### config.mk
export PLATFORM = sky130hd
export DESIGN_NAME = song_select_ctrl
export DESIGN_NICKNAME = d
export VERILOG_FILES = /design/src/rtl/song_select_ctrl.sv
export SDC_FILE = /design/constraint.sdc
export NUM_CORES = 1
export LEC_CHECK = 0
export CAP_MARGIN = 20
export CELL_PAD_IN_SITES_DETAIL_PLACEMENT = 1
export CELL_PAD_IN_SITES_GLOBAL_PLACEMENT = 1
export CORE_MARGIN = 8
export CORE_UTILIZATION = 42
export DETAILED_ROUTE_END_ITERATION = 8
export GPL_TIMING_DRIVEN = 0
export PLACE_DENSITY = 0.71
export SETUP_SLACK_MARGIN = 0.5
export SLEW_MARGIN = 10
export SYNTH_ARGS = -nofsm -noshare
export SYNTH_HDL_FRONTEND = slang
export SYNTH_SLANG_ARGS = --single-unit
export TNS_END_PERCENT = 1
### constraint.sdc
create_clock -name clk -period 2 [get_ports clk]
set_input_delay 0.4 -clock clk [delete_from_list [all_inputs] [get_ports clk]]
set_output_delay 0.4 -clock clk [all_outputs]
set_load 0.005 [all_outputs]
### src/rtl/song_select_ctrl.sv
// Song selection front end for the song-name display driver: it debounces the
// panel buttons and runs the browse/play state machine over four stored songs.

module song_select_debounce #(
  parameter int DEB_CYCLES = 2000000
) (
  input  logic clk,
  input  logic rst,
  input  logic i_btn,
  output logic o_ev
);

  localparam int CNT_W = (DEB_CYCLES > 1) ? $clog2(DEB_CYCLES) : 1;
  localparam logic [CNT_W-1:0] CNT_LAST = CNT_W'(DEB_CYCLES - 1);

  logic             r_sync1;
  logic             r_sync2;
  logic             r_stable;
  logic             r_ev;
  logic [CNT_W-1:0] r_count;

  // Accept a new level only after it has disagreed with the stable level for
  // DEB_CYCLES consecutive synchronized samples; only rising levels emit an event.
  always_ff @(posedge clk) begin
    if (rst) begin
      r_sync1  <= 1'b0;
      r_sync2  <= 1'b0;
      r_stable <= 1'b0;
      r_ev     <= 1'b0;
      r_count  <= '0;
    end else begin
      r_sync1 <= i_btn;
      r_sync2 <= r_sync1;
      r_ev    <= 1'b0;
      if (r_sync2 == r_stable) begin
        r_count <= '0;
      end else if (r_count == CNT_LAST) begin
        r_stable <= r_sync2;
        r_count  <= '0;
        r_ev     <= r_sync2;
      end else begin
        r_count <= r_count + CNT_W'(1);
      end
    end
  end

  assign o_ev = r_ev;

endmodule

module song_select_ctrl #(
  parameter int DEB_CYCLES = 2000000
) (
  input  logic       clk,
  input  logic       rst,
  input  logic       btn_mode,
  input  logic       btn_next,
  input  logic       btn_prev,
  input  logic       btn_play,
  input  logic       play_done,
  output logic [4:0] song,
  output logic       play_start,
  output logic       busy
);

  typedef enum logic [1:0] {
    IDLE   = 2'd0,
    SELECT = 2'd1,
    PLAY   = 2'd2
  } state_t;

  state_t     r_state;
  state_t     w_stateNext;
  logic [1:0] r_idx;
  logic [1:0] w_idxNext;
  logic       w_playStartNext;
  logic       w_busyNext;
  logic [4:0] w_songNext;
  logic       w_evMode;
  logic       w_evNext;
  logic       w_evPrev;
  logic       w_evPlay;

  song_select_debounce #(.DEB_CYCLES(DEB_CYCLES)) u_debMode (
    .clk(clk), .rst(rst), .i_btn(btn_mode), .o_ev(w_evMode));
  song_select_debounce #(.DEB_CYCLES(DEB_CYCLES)) u_debNext (
    .clk(clk), .rst(rst), .i_btn(btn_next), .o_ev(w_evNext));
  song_select_debounce #(.DEB_CYCLES(DEB_CYCLES)) u_debPrev (
    .clk(clk), .rst(rst), .i_btn(btn_prev), .o_ev(w_evPrev));
  song_select_debounce #(.DEB_CYCLES(DEB_CYCLES)) u_debPlay (
    .clk(clk), .rst(rst), .i_btn(btn_play), .o_ev(w_evPlay));

  // Outputs are registered from the next-state values so they change on the
  // same edge as the state itself.
  always_ff @(posedge clk) begin
    if (rst) begin
      r_state    <= IDLE;
      r_idx      <= 2'd0;
      song       <= 5'b00000;
      play_start <= 1'b0;
      busy       <= 1'b0;
    end else begin
      r_state    <= w_stateNext;
      r_idx      <= w_idxNext;
      song       <= w_songNext;
      play_start <= w_playStartNext;
      busy       <= w_busyNext;
    end
  end

  // The if/else chain encodes the event priority mode > play > next > prev.
  always_comb begin
    w_stateNext     = r_state;
    w_idxNext       = r_idx;
    w_playStartNext = 1'b0;
    case (r_state)
      IDLE: begin
        if (w_evMode) w_stateNext = SELECT;
      end
      SELECT: begin
        if (w_evMode) begin
          w_stateNext = IDLE;
        end else if (w_evPlay) begin
          w_stateNext     = PLAY;
          w_playStartNext = 1'b1;
        end else if (w_evNext) begin
          w_idxNext = r_idx + 2'd1;
        end else if (w_evPrev) begin
          w_idxNext = r_idx - 2'd1;
        end
      end
      PLAY: begin
        if (play_done) w_stateNext = SELECT;
      end
      default: w_stateNext = IDLE;
    endcase

    w_songNext = 5'b00000;
    if (w_stateNext != IDLE) w_songNext = {1'b1, 4'b0001 << w_idxNext};
    w_busyNext = (w_stateNext == PLAY);
  end

endmodule
### Word level (Yosys, flattened, before mapping)

Cells that the tools add are included.

| word-level totals | value |
|---|---|
| output and inout bits | 7 |
| register bits | 111 |

| operators by class | value |
|---|---|
| mux-type cells | 12 |
| add/subtract/negate cells | 6 |
| equal/unequal tests | 11 |
| reduce and logical (&&, ||, !) cells | 16 |
| bitwise gates (word level) | 10 |
| shifts and indexed selects | 1 |

Operators by type and width:

| kind | number |
|---|---|
| adder 21 x 1 -> 21 bit (second input constant) | 4 |
| equality test 21 bit (second input constant) | 4 |
| OR reduction 3 bit | 9 |
| 2-to-1 mux 2 bit | 9 |
| NOT 1 bit | 10 |
| AND reduction 2 bit | 4 |
| one-hot mux 2 bit (3 select lines) | 1 |
| 2-to-1 mux 5 bit | 1 |
| equality test 1 bit | 4 |
| equality test 2 bit (second input constant) | 2 |
| << shifter 1 x 2 -> 4 bit (first input constant) | 1 |
| adder 2 x 1 -> 2 bit (second input constant) | 1 |
| equality test 2 x 1 -> 1 bit (second input constant) | 1 |
| logical NOT 2 bit | 1 |
| nonzero test 2 bit | 1 |
| OR reduction 2 bit | 1 |
| subtractor 2 x 1 -> 2 bit (second input constant) | 1 |
| 2-to-1 mux 1 bit | 1 |

### Depth between registers and ports, before layout

Gate-level depths: netlist of run 1.

| logic depth | value |
|---|---|
| word-level depth | 8 |
| depth in mapped cells | 7 |

### Modules after synthesis

From an unflattened synthesis of run 1, not the netlist that was laid out.

| unflattened totals | value |
|---|---|
| cell total of the unflattened synthesis | 556 |
| area, all modules | 4939.7 µm² |

By module, submodules not included:

| module | instances | area each (µm²) | cells an instance |
|---|---|---|---|
| song_select_debounce | 4 | 1106.1 | 125 |
| song_select_ctrl | 1 | 515.5 | 56 |

### Worst setup path after synthesis of run 1

Ideal clock, no wire load.

| timing | value |
|---|---|
| kind | register to register |
| start | register u_debMode.r_count[13] |
| end | register u_debMode.r_count[13] |
| data required time | 1.885 ns |
| period minus slack after synthesis | 1.962 ns |
| cell stages (with the launch flop) | 6 |
| path buffers | 1 |
| path slack | 0.038 ns |
| arrival | 1.847 ns |
| library setup time | 0.115 ns |
| cell sequence | dfxtp_1 -> or4b_4 -> or4b_4 -> o21ai_4 -> buf_4 -> nor2_1 |

| between the ends | value |
|---|---|
| cells in the longest elaborated chain, start to end | 2 |

Ends and longest elaborated chain:

| element | RTL line | RTL |
|---|---|---|
| start: declaration | 20 | `logic [CNT_W-1:0] r_count;` |
| start signal: assignment | 42 | `r_count <= r_count + CNT_W'(1);` |
| parallel branches: the longest is 2 deep, another holds adder 21 x 1 -> 21 bit | -- |  |

Parallel ways; which one is timed is not known.
A chain may end at the register's enable or synchronous reset.

### Worst setup path in the final report of run 1

| timing | value |
|---|---|
| start | register u_debPlay.r_count[9] |
| end | register u_debPlay.r_count[13] |

| between the ends | value |
|---|---|
| cells in the longest elaborated chain, start to end | 2 |

Ends and longest elaborated chain:

| element | RTL line |
|---|---|
| start: declaration | 20 |
| start signal: assignment | 42 |
| parallel branches: the longest is 2 deep, another holds adder 21 x 1 -> 21 bit | -- |

Parallel ways; which one is timed is not known.

==> run summary, run 1 <==
failing checks = negative setup slack
Total GRT Usage = 0.166
Reg2Reg Depth = 5
DRT Pass-1 Iters = 4
layout cell share with drive strength beyond 1 = 0.275
commonest cells after routing, fill and taps aside = 82 x dfxtp_1, 53 x nor2_1, 37 x xnor2_1, 30 x nand3_1, 26 x nand2_1
max_slew headroom = 0.486
crit-path max FO = 5
CP Capture Type = register
Total Power = 4.12 mW
worst vdd ir = 665 uV
core area = 11400 sq um
drc violations = 0
top-area cell type share of the netlist area = 0.457
Pwr per Cell Area = 667 nW/um^2
worst path arrival time = 2280 ps
Layout Area Growth over Synthesis = 27.1%
instance count on the critical path = 5
Syn. warnings = 0
slowest CP cell = or4_4
Nets = 599
wire per inst = 16.6 microns
clock root cell = clkbuf_16
worst r2r src = u_debPlay.r_count[9]
Synth area leader = dfxtp_1
Die X = 124 microns
pre-CTS setup slack = -129 ps
CP Data Required Time = 2230 ps
Post-synth ARST share = 0
initial antenna violation count = 0
clock buffer depth = 2
CP Launch Point = u_debPlay.r_count[9]
post-synthesis sequential area ratio = 0.457
synth top area cells = dfxtp_1 46%, xnor2_1 6.7%, nor2_1 5.6%
largest net degree at the start of global routing = 17
CP bufs+invs = 1
Total Routed Length = 12.2 mm
Post-Syn Nets = 566
most common cell after layout, fill and taps aside = dfxtp_1
Cell Area, Placed = 5170 sq um
mean post-synth cell area = 8.76 sq um
Top delay family on crit path = simple AND/OR/NAND/NOR gates
clk slew on worst S/H paths = 70 ps
post-route cell area = 6180 sq um
Synth Cell Area = 4860 sq um
final setup margin = -48.9 ps
Num CTS Buffers = 9
RSZ-0062 raised after global routing = true
Total Die Area = 15300 sq um
Fin. Hold Viols = 0
IO Port Bufs = 12
DPL Wire Length = 7.93 mm
Post-Synthesis Cells = 555
CTS Hold Bufs = 0
sink count of the clock tree = 111
fin crit share = 1.02
vias in the first global route = 4258
RR Endpoint = u_debPlay.r_count[13]
critical path class = register to register
Seq cells post-synth = 111
Slew Limit Fails = 0
row cnt = 39
leak pwr = 1.78 nW
Setup TNS = -546 ps
hold_ws = 445 ps
HP Class = register to register
critical path, cell by cell = or4_4, or4_4, o21ai_4, buf_6, a21oi_1
setup slack, reg-to-reg = -50 ps
worst-margin pin slew = 769 ps
dominant synthesized flop cell = dfxtp_1
Most common cell on crit path = or4_4
gr ovfl total = 0
startpoint types = register
Inst Count DP = 710
die height = 124 microns
via count = 4108
post-route non-filler standard cell count = 735
diodes inserted = 0
CP Capture Point = u_debPlay.r_count[13]
Post-synth EDFFs = 0
TritonCTS clock tree = done
# H-tree levels = 3
Final setup viols = 20
global-route wire length before repair = 20.3 mm
GP Congestion = 0.774
Via density = 5.59
Distinct cells, synth = 42
final antenna-violating net count = 0
fmax = 488 MHz
DRT iter0 DRCs = 150
Final Util = 0.544
outcome = finished with violations
clk_lat worst skew = 350 ps
MaxCap Viol Count = 0
min Tclk post-route = 2050 ps
Initial Util = 0.428
I/O pin total = 14
clk_skew = 5.76 ps
CP max stage delay = 570 ps
## routing by layer
metal,part of all wire,global-route usage
met1,0.44,0.194
met2,0.52,0.287
met3,0.032,0.0481
met4,0.013,0.0497
met5,0,0
## report_power, final
part	leakage (nW)	internal (mW)	switching [mW]
combinational	0.724	0.0329	0.0412
sequential	0.914	2.21	0.00678
clock	0.145	1.03	0.805
total	1.78	3.27	0.853
## cell type report
class,count,area [sq um]
inverter,16,60.1
tap,143,179
sequential,111,2280
multi-input combinational,413,3000
timing repair buffer,22,201
clock buffer,12,256
fill,1281,5190
clock inverter,3,42.5
buffer,15,156
## synth_stat cells (2+ instances only)
| library cell | instances |
|---|---|
| nor4_1 | 10 |
| and4_1 | 5 |
| nand2_1 | 29 |
| xor2_1 | 18 |
| nand4b_1 | 3 |
| nand3b_1 | 2 |
| mux2i_1 | 2 |
| or4b_4 | 2 |
| nor3b_1 | 2 |
| or2_2 | 5 |
| nor2b_1 | 8 |
| nor3_1 | 14 |
| and3_1 | 14 |
| or4_1 | 17 |
| xnor2_1 | 37 |
| nor2_1 | 73 |
| inv_1 | 16 |
| a21oi_1 | 37 |
| nor4bb_1 | 2 |
| or3_1 | 17 |
| ha_1 | 4 |
| o21ai_0 | 22 |
| or4b_2 | 4 |
| nand4_1 | 19 |
| nand3_1 | 31 |
| nor4b_1 | 10 |
| and2_1 | 2 |
| buf_2 | 2 |
| clkbuf_1 | 12 |
| o31ai_1 | 10 |
| dfxtp_1 | 111 |
| o41ai_1 | 3 |
| nand2b_1 | 3 |
## state kept, by name, summed over array words and instances (netlist names), 2 cells and up
signal / count
u_debMode.r_count: 21
u_debPrev.r_count: 21
r_idx: 2
u_debNext.r_count: 21
song: 5
u_debPlay.r_count: 21
r_state: 2
## logic make-up (layout without fill, tap and decap cells)
logic type / after synthesis / after routing / synth area share
buffers and inverters: 31 / 68 / 0.0252
DFF: 111 / 111 / 0.457
and+or+nand+nor: 274 / 274 / 0.312
AOI/OAI and AO/OA: 78 / 78 / 0.0921
xor gates and xnor gates: 55 / 55 / 0.0991
adders and majority gates: 4 / 4 / 0.0103
muxes: 2 / 2 / 0.00412
## how the worst min path moves through the flow
stage,to,startpoint,cells after the start,slack (ps)
4_1_cts,u_debNext.r_count[0],u_debNext.r_count[0],1,440
3_5_place_dp,u_debMode.r_sync2,u_debMode.r_sync1,1,440
3_3_place_gp,u_debMode.r_sync2,u_debMode.r_sync1,1,420
2_1_floorplan,u_debMode.r_count[0],u_debMode.r_count[0],1,410
6_report,u_debMode.r_count[0],u_debMode.r_count[0],1,440
5_1_grt,u_debNext.r_count[0],u_debNext.r_count[0],1,460
## timing repair
item / in CTS / in global routing
resized for setup: 135 / 62
setup buffers: 5 / 3
cloned: 2 / 0
pin swaps: 67 / 54
endpoints found under the setup margin: 103 / 92
No activity file was read; power rests on OpenSTA's default activity.
==> inputs of run 2 (changes only) <==
CORE_ASPECT_RATIO = 1.75   (was unset)
CTS_CLUSTER_SIZE = 28   (was unset)
==> run summary, run 2 (synthesis gave the netlist of run 1 again) <==
outcome = finished with violations
failing checks = negative setup slack
Num CTS Buffers = 9 (unchanged)
Nets = 602 (+0.50%)
Total Power = 4.15 mW (+0.57%)
clk slew on worst S/H paths = 70 ps (about the same)
TritonCTS clock tree = done
layout cell share with drive strength beyond 1 = 0.275 (about the same)
Total Die Area = 15400 sq um (+0.89%)
DRT Pass-1 Iters = 4 (unchanged)
gr ovfl total = 0 (unchanged)
CP Capture Type = register
worst path arrival time = 2240 ps (-40 ps)
MaxCap Viol Count = 0 (unchanged)
Initial Util = 0.425 (-0.00304)
Cell Area, Placed = 5160 sq um (-0.19%)
vias in the first global route = 4481 (+5.2%)
Total GRT Usage = 0.168 (+0.00275)
clock root cell = clkbuf_16
Fin. Hold Viols = 0 (unchanged)
CTS Hold Bufs = 0 (unchanged)
sw frac = 0.216 (+0.00879)
max layer used = met4
global-route wire length before repair = 21.5 mm (+6.3%)
GP Congestion = 0.767 (-0.93%)
Die X = 97.3 microns (-21%)
clk_lat worst skew = 350 ps (about the same)
clk_skew = 10.4 ps (+4.64 ps)
commonest cells after routing, fill and taps aside = 79 x dfxtp_1, 46 x nor2_1, 37 x xnor2_1, 29 x nand3_1, 28 x a21oi_1
sink count of the clock tree = 111 (unchanged)
Int Pwr = 3.25 mW (-0.55%)
Inst Count DP = 702 (-1.1%)
post-route non-filler standard cell count = 731 (-0.54%)
initial antenna violation count = 0 (unchanged)
# H-tree levels = 3 (unchanged)
critical path class = register to register
Total Routed Length = 12.9 mm (+5.9%)
fmax = 496 MHz (+1.7%)
final setup margin = -14.7 ps (+34.3 ps)
post-route cell area = 6270 sq um (+1.4%)
setup slack, reg-to-reg = -10 ps (+30 ps)
Sw Pwr = 894 uW (+4.8%)
diodes inserted = 0 (unchanged)
most common cell after layout, fill and taps aside = dfxtp_1
Hold EP = u_debPrev.r_sync2
met3 wire length = 222 microns (-43%)
min Tclk post-route = 2010 ps (-34.3 ps)
min-delay src = u_debPrev.r_sync1
IO Port Bufs = 12 (unchanged)
hold_ws = 439 ps (-5.90 ps)
I/O pin total = 14 (unchanged)
Final Util = 0.547 (+0.00379)
pre-CTS setup slack = -188 ps (-58.6 ps)
core area = 11500 sq um (+0.72%)
via count = 4168 (+1.5%)
final antenna-violating net count = 0 (unchanged)
leak pwr = 1.80 nW (+1.2%)
row cnt = 52 (+33%)
drc violations = 0 (unchanged)
RSZ-0062 raised after global routing = true
wire per inst = 17.7 microns (+6.5%)
HP Class = register to register
Via density = 5.70 (+2.0%)
Slew Limit Fails = 0 (unchanged)
max_slew headroom = 0.456 (-0.0299)
Final setup viols = 9 (-55%)
Comb power frac = 0.018 (about the same)
Reg2Reg Depth = 5 (unchanged)
worst vdd ir = 633 uV (-4.7%)
crit-path max FO = 5 (unchanged)
Layout Area Growth over Synthesis = 28.9%
DPL Wire Length = 8.43 mm (+6.3%)
clock buffer depth = 2 (unchanged)
worst-margin pin slew = 813 ps (+44.7 ps)
fin crit share = 1.01 (-0.0171)
worst r2r src = u_debPlay.r_count[13]
CP Data Required Time = 2230 ps (about the same)
startpoint types = register
die height = 158 microns (+28%)
RR Endpoint = u_debPlay.r_count[13]
Clk pwr share = 0.450 (+0.004)
WL met1 = 5.01 mm (-6.3%)
Pwr per Cell Area = 661 nW/um^2 (-0.84%)
Hold Path Stages = 1 (unchanged)
largest net degree at the start of global routing = 19 (+2)
DR WL met2 = 7.46 mm (+18%)
Setup TNS = -51.9 ps (+494 ps)
sequential power share = 0.531 (-0.005)
DRT iter0 DRCs = 111 (-26%)
## run 2: changes by cell type in the layout (fill, tap and decap cells not counted), sizes merged
cell,previous run,this run
clkinvlp,1,0
buf,18,20
inv,16,18
clkinv,1,2
## run 2: power groups by stage
stage | combinational, mW | clock [mW] | sequential (mW)
after global routing | 0.0847 | 2.01 | 2.20
after detailed placement | 0.0545 | 0 | 2.28
after global placement | 0.0532 | 0 | 2.28
after CTS | 0.0694 | 1.92 | 2.21
after floorplan | 0.0319 | 0 | 2.27
final | 0.0767 | 1.87 | 2.20
## run 2: worst max-delay path by stage
stage                                      from                     to  slack [ps]  cells after the start
after global routing      u_debPlay.r_count[12]  u_debPlay.r_count[13]         -60                      5
after floorplan           u_debMode.r_count[13]  u_debMode.r_count[13]          90                      5
final                     u_debPlay.r_count[13]  u_debPlay.r_count[13]         -10                      5
after detailed placement   u_debNext.r_count[0]  u_debNext.r_count[13]        -190                      7
after CTS                 u_debPlay.r_count[12]  u_debPlay.r_count[17]         -40                      5
after global placement     u_debMode.r_count[6]   u_debMode.r_count[4]        -150                      5
## run 2: area by class of cell
class	instances	area, sq um
buffer	15	170
tap	135	169
multi-input combinational	413	3040
clock inverter	5	65.1
clock buffer	11	243
sequential	111	2300
inverter	16	60.1
timing repair buffer	25	220
fill	1307	5180
## run 2: layer usage
layer | vias to the layer above | global-route usage
li1 | 2065 | -
met1 | 2052 | 0.168
met2 | 35 | 0.338
met3 | 16 | 0.0265
met4 | 0 | 0.0617
met5 | - | 0
## run 2: critical path: stages, from the launching register on
cell,delay (ps)
dfxtp_4,350
or4b_4,520
or4_4,580
o21ai_4,240
buf_6,160
a21oi_1,50
## run 2: what timing repair did
item,4_1_cts,5_1_grt
gates resized for setup,133,80
pin swaps,58,74
buffers inserted,8,3
setup endpoints to repair,104,93
cloned,2,0
==> inputs of run 3 (changes only) <==
ABC_AREA = 1   (was unset)
CORE_UTILIZATION = 40   (was 42)
CTS_CLUSTER_DIAMETER = 200   (was unset)
PLACE_DENSITY = 0.72   (was 0.71)
SYNTH_HIERARCHICAL = 1   (was unset)
==> run summary, run 3 <==
outcome = finished clean
drc violations = 0 (unchanged)
list of most frequent post-synthesis cells = 203 x nand2_1, 173 x nor2_1, 111 x dfxtp_1, 77 x inv_1, 53 x a21oi_1
max_slew headroom = 0.714 (+0.258)
Num CTS Buffers = 9 (unchanged)
fill cell count = 1716 (+31%)
top-area cell type share of the netlist area = 0.416 (-0.0413)
most common cell after layout, fill and taps aside = nand2_1
Hold EP = u_debPlay/r_sync2
Synth Cell Area = 5350 sq um (+9.9%)
die height = 169 microns (+6.7%)
GP Congestion = 0.807 (+5.2%)
clock buffer depth = 2 (unchanged)
worst vdd ir = 357 uV (-44%)
RR Endpoint = u_debPrev/r_count[20]
final setup margin = 446 ps (+461 ps)
commonest cells after routing, fill and taps aside = 203 x nand2_1, 170 x nor2_1, 107 x dfxtp_1, 75 x inv_1, 53 x a21oi_1
Post-synth ARST share = 0 (unchanged)
vias in the first global route = 5285 (+18%)
diodes inserted = 0 (unchanged)
Initial Util = 0.404 (-0.0210)
Post-Syn Nets = 792 (+40%)
TritonCTS clock tree = done
CTS Hold Bufs = 0 (unchanged)
Total Die Area = 17500 sq um (+13%)
Final setup viols = 0 (-9)
Post-synth EDFFs = 0 (unchanged)
Total GRT Usage = 0.164 (-0.00406)
Inst Count DP = 968 (+38%)
worst path arrival time = 1150 ps (-1090 ps)
gr ovfl total = 0 (unchanged)
post-route non-filler standard cell count = 983 (+34%)
crit-path max FO = 1 (-4)
Post-Synthesis Cells = 781 (+41%)
Fin. Hold Viols = 0 (unchanged)
via count = 4830 (+16%)
Reg2Reg Depth = 7 (+2)
DRT Pass-1 Iters = 4 (unchanged)
# H-tree levels = 3 (unchanged)
CP Data Required Time = 1600 ps (-630 ps)
wire per inst = 13.5 microns (-24%)
global-route wire length before repair = 23.1 mm (+7.4%)
fmax = 643 MHz (+30%)
dominant synthesized flop cell = dfxtp_1
RSZ-0062 raised after global routing = true
Via density = 4.91 (-14%)
critical path, cell by cell = clkdlybuf4s50_1
Seq cells post-synth = 111 (unchanged)
I/O pin total = 14 (unchanged)
clk_skew = 9.75 ps (-0.651 ps)
clock root cell = clkbuf_16
layout cell share with drive strength beyond 1 = 0.104 (-0.171)
critical path class = register to output pin
post-synthesis sequential area ratio = 0.416 (-0.0413)
pre-CTS setup slack = -297 ps (-109 ps)
HP Class = register to register
Hold Path Stages = 2 (+1)
Storage cell area = 2230 sq um (-3.3%)
sink count of the clock tree = 111 (unchanged)
DRT iter0 DRCs = 65 (-41%)
Multi-input gate area = 2810 sq um (-7.6%)
worst r2r src = u_debPrev/r_count[1]
setup slack, reg-to-reg = 490 ps (+500 ps)
final antenna-violating net count = 0 (unchanged)
CP max stage delay = 500 ps (-80 ps)
worst-margin pin slew = 430 ps (-384 ps)
min Tclk post-route = 1550 ps (-461 ps)
leak pwr = 1.83 nW (+1.6%)
Pwr per Cell Area = 693 nW/um^2 (+4.7%)
initial antenna violation count = 0 (unchanged)
CP Capture Type = output pin
synth top area cells = dfxtp_1 42%, nand2_1 14%, nor2_1 12%
Slew Limit Fails = 0 (unchanged)
mean post-synth cell area = 6.84 sq um (-22%)
IO Port Bufs = 13 (+1)
slowest CP cell = clkdlybuf4s50_1
MaxCap Viol Count = 0 (unchanged)
startpoint types = register
most numerous cell in the Yosys netlist = nand2_1
DPL Wire Length = 10.3 mm (+23%)
Nets = 816 (+36%)
Syn. warnings = 6 (+6)
CP bufs+invs = 1 (unchanged)
Layout Area Growth over Synthesis = 13.7%
core area = 13200 sq um (+16%)
Synth area leader = dfxtp_1
Distinct cells, synth = 24 (-43%)
fin crit share = 0.777 (-0.230)
Total Routed Length = 13.2 mm (+2.4%)
clk_lat worst skew = 340 ps (about the same)
min-delay src = u_debPlay/r_sync1
row cnt = 56 (+7.7%)
Top delay family on crit path = buffers and inverters
clk slew on worst S/H paths = 70 ps (about the same)
Die X = 103 microns (+6.2%)
largest net degree at the start of global routing = 21 (+2)
[run 3: metal layers]
metal,wire length [microns],track usage,vias up
met5,0,0,-
met4,269,0.0595,0
met3,302,0.0309,21
met2,7360,0.320,38
met1,5310,0.161,2301
li1,-,-,2470
[run 3: final cells by class]
type / count / share of cell area
multi-input cells: 585 / 0.462
flip-flops and latches: 111 / 0.366
inverters: 77 / 0.0476
clock buffers: 11 / 0.0399
well taps: 174 / 0.0358
repair buffers: 13 / 0.0218
plain buffers: 8 / 0.0148
clock inverters: 4 / 0.0115
[run 3: repair_timing]
action                     CTS  global route
resized for setup           10            13
setup buffers                0             0
setup endpoints to repair   99            88
[run 3: kinds of logic (layout without fill, tap and decap cells)]
| group | count (synthesis) | count (layout) | synth area share |
|---|---|---|---|
| AND/OR/NAND/NOR | 485 | 485 | 0.391 |
| flip-flops | 111 | 111 | 0.416 |
| buffers and inverters | 85 | 113 | 0.0709 |
| AO/OA/AOI/OAI | 66 | 66 | 0.0637 |
| XOR/XNOR | 30 | 30 | 0.0492 |
| adder cells (fa/ha/maj) | 4 | 4 | 0.00936 |
[run 3: where the power goes]
group	leakage (nW)	internal [mW]	total, mW	switching [mW]
logic	0.780	0.0273	0.0646	0.0373
clock network	0.155	1.12	1.92	0.796
registers	0.897	2.22	2.23	0.00706
total	1.83	3.37	4.21	0.841
[run 3: how the worst max path moves through the flow]
stage | slack, ps | cells past startpoint | to | startpoint
final | 450 | 1 | song[1] | song[1]
after CTS | 410 | 7 | u_debNext/r_count[14] | u_debNext/r_count[0]
after global routing | 380 | 7 | u_debPrev/r_count[11] | u_debPrev/r_count[1]
after global placement | -190 | 8 | song[3] | rst
after floorplan | 650 | 7 | u_debMode/r_count[18] | u_debMode/r_count[0]
after detailed placement | -300 | 6 | u_debNext/r_count[14] | rst
[run 3: worst reg2reg max path: stages (launching register included)]
cell	delay, ps
dfxtp_1	390
ha_1	250
nand3_4	140
nor2_1	160
nand3_1	130
nand2_2	120
buf_6	160
a21oi_1	60
[run 3: through the flow]
stage	setup TNS (ps)	utilization	cell area, sq um	hold slack, ps	power (mW)
6_report	0	0.459	6080	400	4.21
5_1_grt	0	0.459	6080	431	4.37
4_1_cts	0	0.454	6020	412	4.27
3_5_place_dp	-20460	0.430	5690	405	2.34
3_3_place_gp	-13130	0.430	5690	391	2.34
2_1_floorplan	0	-	5350	388	2.31
==> RTL change 1 (flow settings as in run 3) <==
Encoding of `state_t`: now one-hot (3 bits for 3 states).
--- a/src/rtl/song_select_ctrl.sv
+++ b/src/rtl/song_select_ctrl.sv
@@ -63,10 +63,10 @@
   output logic       busy
 );
 
-  typedef enum logic [1:0] {
-    IDLE   = 2'd0,
-    SELECT = 2'd1,
-    PLAY   = 2'd2
+  typedef enum logic [2:0] {
+    IDLE   = 3'b001,
+    SELECT = 3'b010,
+    PLAY   = 3'b100
   } state_t;
 
   state_t     r_state;
Behaviour: same outputs for any inputs over 10 cycles, from zero or initial values and one cycle with rst high; not proved beyond that.
==> RTL change 1 against run 3 <==
Power decreased by 2.3%; worst setup slack got worse by 0.0077 ns; maximum frequency decreased by 0.49%; sequential cell count increased by 1; count of clock-buffer cells in the layout decreased by 2; design area increased by 2.1%; area after synthesis increased by 2.5%; synthesized cell count increased by 4.5%; wire length increased by 5.5%; largest cell class unchanged.
==> RTL change 1: results (changes against run 3) <==
The run finished with clean final reports. The number of global-route vias before repair was 5485 (was 5285). Post-synthesis adder-cell area fraction: 0.913% (was 0.936%). The worst supply voltage drop on vdd is 0.493 mV (was 0.357 mV), and the total global routing track utilization is 16.1% (was 16.4%). The final-stage net count is 852 (was 816). The fraction of layout instances using a drive strength above 1 was 10.2% (was 10.4%); the area occupied by multi-input gates was 0.00291 mm^2 (was 0.00281 mm^2).

For the static power due to leakage, the log shows 1.89 nW (was 1.83 nW). The tools report the DRC violation total after the first TritonRoute iteration as 91 (was 65). The count of different cell masters after synthesis is 27 (was 24). The fill cell total of the finished layout was 1772 (was 1716). Top post-synthesis cells by area: sky130_fd_sc_hd__dfxtp_1 41%, sky130_fd_sc_hd__nand2_1 14%, sky130_fd_sc_hd__nor2_1 12%, sky130_fd_sc_hd__inv_1 5.5%, sky130_fd_sc_hd__a21oi_1 4.8% (was sky130_fd_sc_hd__dfxtp_1 42%, sky130_fd_sc_hd__nand2_1 14%, sky130_fd_sc_hd__nor2_1 12%, sky130_fd_sc_hd__inv_1 5.4%, sky130_fd_sc_hd__a21oi_1 5.0%).

The buffer count excluding the clock tree in the final layout came out at 23 (was 21). The placed cell area was 0.00583 mm^2 (was 0.00569 mm^2); the global-route wire length before repair was 23900 um (was 23100 um). The portion of the layout cell area used by non-clock buffers works out to 3.63% (was 3.66%).

The post-cts gate resize count was 9 (was 10); the maximum number of pins on one net before global-route repair was 23 (was 21). The post-route worst hold slack was 0.409 ns (was 0.400 ns); the xor/xnor cell area share of the yosys netlist was 4.48% (was 4.92%). Number of multi-input combinational cells: 611 (was 585). The met1 layer wirelength in the final routing came out at 5260 um (was 5310 um).

Switching portion of total power: 21.3% (was 20.0%). Inverter count: 84 (was 77). Setup slack at placement: -0.291 ns (was -0.297 ns). The complex-gate fraction of the synthesized area is 6.71% (was 6.37%). Area growth from synthesis to layout: 13.2% (was 13.7%).

Mean routed wirelength per cell: 13.7 um (was 13.5 um). The run gives 0.856 (was 0.807) as the final weighted congestion in routability-driven placement. The part of the Yosys area used for sequential elements was 40.9% (was 41.6%).
[RTL change 1: changes by cell type in the layout (fill, tap and decap cells not counted), moves of 4 or more]
cell	change
sky130_fd_sc_hd__inv_2	+4
sky130_fd_sc_hd__nor2_4	+5
sky130_fd_sc_hd__nand4_1	+4
sky130_fd_sc_hd__nand3_1	+12
sky130_fd_sc_hd__nand2_1	+6
sky130_fd_sc_hd__nor2_2	-6
sky130_fd_sc_hd__nor2_1	+7
[RTL change 1: worst paths after layout]
check	from	end
setup reg to reg	u_debMode/r_count[1]	u_debMode/r_count[6]
hold / removal	u_debPrev/r_sync1	u_debPrev/r_sync2
setup / recovery	song[4]	song[4]
hold reg to reg	u_debPrev/r_sync1	u_debPrev/r_sync2
[RTL change 1: cells by family (layout without fill, tap and decap cells)]
kind of cell	after synthesis	in the layout
flip-flops	112	112
adder cells (fa/ha/maj)	4	4
XOR/XNOR	28	28
AO/OA/AOI/OAI	71	71
AND/OR/NAND/NOR	508	508
buffers and inverters	93	122
==> RTL change 2 (flow settings as in run 3) <==
Made on the original files. `DEB_CYCLES` is set to 2000000 in 2 places; all go to 4000000.
--- a/src/rtl/song_select_ctrl.sv
+++ b/src/rtl/song_select_ctrl.sv
@@ -2,7 +2,7 @@
 // panel buttons and runs the browse/play state machine over four stored songs.
 
 module song_select_debounce #(
-  parameter int DEB_CYCLES = 2000000
+  parameter int DEB_CYCLES = 4000000
 ) (
   input  logic clk,
   input  logic rst,
@@ -49,7 +49,7 @@
 endmodule
 
 module song_select_ctrl #(
-  parameter int DEB_CYCLES = 2000000
+  parameter int DEB_CYCLES = 4000000
 ) (
   input  logic       clk,
   input  logic       rst,
Function: same outputs for any inputs over 10 cycles, from zero or initial values and one cycle with rst high; that may be too few to reach the edited logic, so the function may still have changed.
==> RTL change 2 against run 3 <==
Maximum frequency shrank 3.7%; worst setup slack got worse by 0.060 ns; power is 38% higher; sequential cell count up 4; wire length is 15% higher; sequential power increased by 4%; first-iteration DRC count rose by 75%; design area is 18% higher; hold slack better by 0.0053 ns; non-clock buffer count is the same; cell count rose by 7.7%; area after synthesis is 15% higher; synthesized cell count grew 6.1%.
==> RTL change 2: results (changes against run 3) <==
The number of cells on the worst reg-to-reg path is 9 (was 7). The part of the Yosys area used for sequential elements was 37.6% (was 41.6%); the total number of vias was 5275 (was 4830). The logs give 305 um (was 302 um) for the amount of wire on met3 after detailed routing and 16.9% (was 16.4%) for the total global routing track utilization. The detail-routed via count per cell was 4.98 (was 4.91); the DRC violation total after the first TritonRoute iteration was 114 (was 65). The run gives 0.0152 mm^2 (was 0.0132 mm^2) as the standard cell core area. The total nets after synthesis is 840 (was 792). Global-route wire length before repair: 26600 um (was 23100 um).

The run gives 68.8% (was 71.4%) as the worst max-slew margin expressed relative to the limit. The post-route worst hold slack is 0.405 ns (was 0.400 ns), and the static power due to leakage is 2.21 nW (was 1.83 nW). The mean routed wirelength per cell is 14.4 um (was 13.5 um), and the wire length on met2 is 8850 um (was 7360 um).

The worst setup slack for register-to-register paths is 0.47 ns (was 0.49 ns). For the HPWL after detailed placement, the log shows 11700 um (was 10300 um). Top cells by instance count after synthesis: 183 x sky130_fd_sc_hd__nand2_1, 117 x sky130_fd_sc_hd__nor2_1, 115 x sky130_fd_sc_hd__dfxtp_1, 81 x sky130_fd_sc_hd__inv_1, 79 x sky130_fd_sc_hd__nor2_2 (was 203 x sky130_fd_sc_hd__nand2_1, 173 x sky130_fd_sc_hd__nor2_1, 111 x sky130_fd_sc_hd__dfxtp_1, 77 x sky130_fd_sc_hd__inv_1, 53 x sky130_fd_sc_hd__a21oi_1). The run gives 31 (was 24) as the count of different cell masters after synthesis. Top post-synthesis cells by area: sky130_fd_sc_hd__dfxtp_1 38%, sky130_fd_sc_hd__nand2_1 11%, sky130_fd_sc_hd__nor2_2 8.1%, sky130_fd_sc_hd__nor2_1 7.2%, sky130_fd_sc_hd__inv_1 5.0% (was sky130_fd_sc_hd__dfxtp_1 42%, sky130_fd_sc_hd__nand2_1 14%, sky130_fd_sc_hd__nor2_1 12%, sky130_fd_sc_hd__inv_1 5.4%, sky130_fd_sc_hd__a21oi_1 5.0%). The tools report the final-stage net count as 872 (was 816).

The run gives 17 (was 9) as the number of buffers created by CTS. The run finished with clean final reports. The tools report the endpoint of the most critical register-to-register path as u_debPrev/r_count[16] (was u_debPrev/r_count[20]). For the number of placed cells counting well taps, the log shows 1028 (was 968).
## RTL change 2: changes by cell type after synthesis, moves of 8 or more
cell / run 3 / this run
sky130_fd_sc_hd__nand4_1: 4 / 12
sky130_fd_sc_hd__or2_2: 8 / 0
sky130_fd_sc_hd__nand3_1: 33 / 45
sky130_fd_sc_hd__nor2_1: 173 / 117
sky130_fd_sc_hd__nor2_4: 1 / 25
sky130_fd_sc_hd__a21oi_2: 0 / 12
sky130_fd_sc_hd__xor2_1: 18 / 26
sky130_fd_sc_hd__nor2_2: 19 / 79
sky130_fd_sc_hd__inv_2: 0 / 8
sky130_fd_sc_hd__nand2_1: 203 / 183
sky130_fd_sc_hd__nand3_2: 9 / 1
sky130_fd_sc_hd__a21oi_1: 53 / 17
## RTL change 2: repair_timing
item / CTS / global route
cloned: 0 / 0
resized for setup: 3 / 6
setup endpoints to repair: 103 / 97
## RTL change 2: metrics by stage
stage	total power, mW	util (%)	setup TNS (ns)	worst slack, ns	cell area, um^2
after global placement	2.43	42.8	-23.33	-0.296	6490
after CTS	5.87	47.2	0	0.357	7150
after detailed placement	2.44	42.8	-29.02	-0.373	6490
after floorplan	2.40	-	0	0.661	6130
final	5.79	47.2	0	0.386	7160
after global routing	5.99	47.2	0	0.334	7160
## RTL change 2: worst max-delay path by stage
stage                          from               endpoint  slack, ns  cells after the start
6_report                    song[1]                song[1]       0.39                      1
3_5_place_dp                    rst   u_debPrev/r_count[8]      -0.37                      6
5_1_grt        u_debMode/r_count[0]  u_debMode/r_count[21]       0.33                      9
3_3_place_gp                    rst   u_debNext/r_count[2]      -0.30                      6
2_1_floorplan  u_debMode/r_count[0]  u_debMode/r_count[16]       0.66                      9
4_1_cts                        busy                   busy       0.36                      1
## RTL change 2: metal layers
metal	vias up	track usage, %
met5	-	0
met4	0	9.13
met3	37	3.40
met2	53	32.6
met1	2551	15.4
li1	2634	-
## RTL change 2: report_power, final
part	total, mW	switching [mW]	internal, mW
clock	3.41	1.07	2.34
sequential	2.31	0.00475	2.30
combinational	0.0793	0.0497	0.0296
## RTL change 2: cell families (layout without fill, tap and decap cells)
| logic type | after synthesis | count (layout) | synth area share [%] |
|---|---|---|---|
| AND/OR/NAND/NOR | 521 | 521 | 43.4 |
| flip-flops | 115 | 115 | 37.6 |
| buffers and inverters | 105 | 149 | 7.73 |
| AO/OA/AOI/OAI | 42 | 42 | 4.49 |
| XOR/XNOR | 42 | 42 | 6.00 |
| adder cells (fa/ha/maj) | 4 | 4 | 0.816 |
## RTL change 2: cell type report
class                      instances  area (um^2)
clock inverter                     8          173
tap                              186          233
clock buffer                      23          488
inverter                          97          384
timing repair buffer              13          126
multi-input combinational        609         3350
fill                            1912         8000
sequential                       115         2300
buffer                             8         97.6
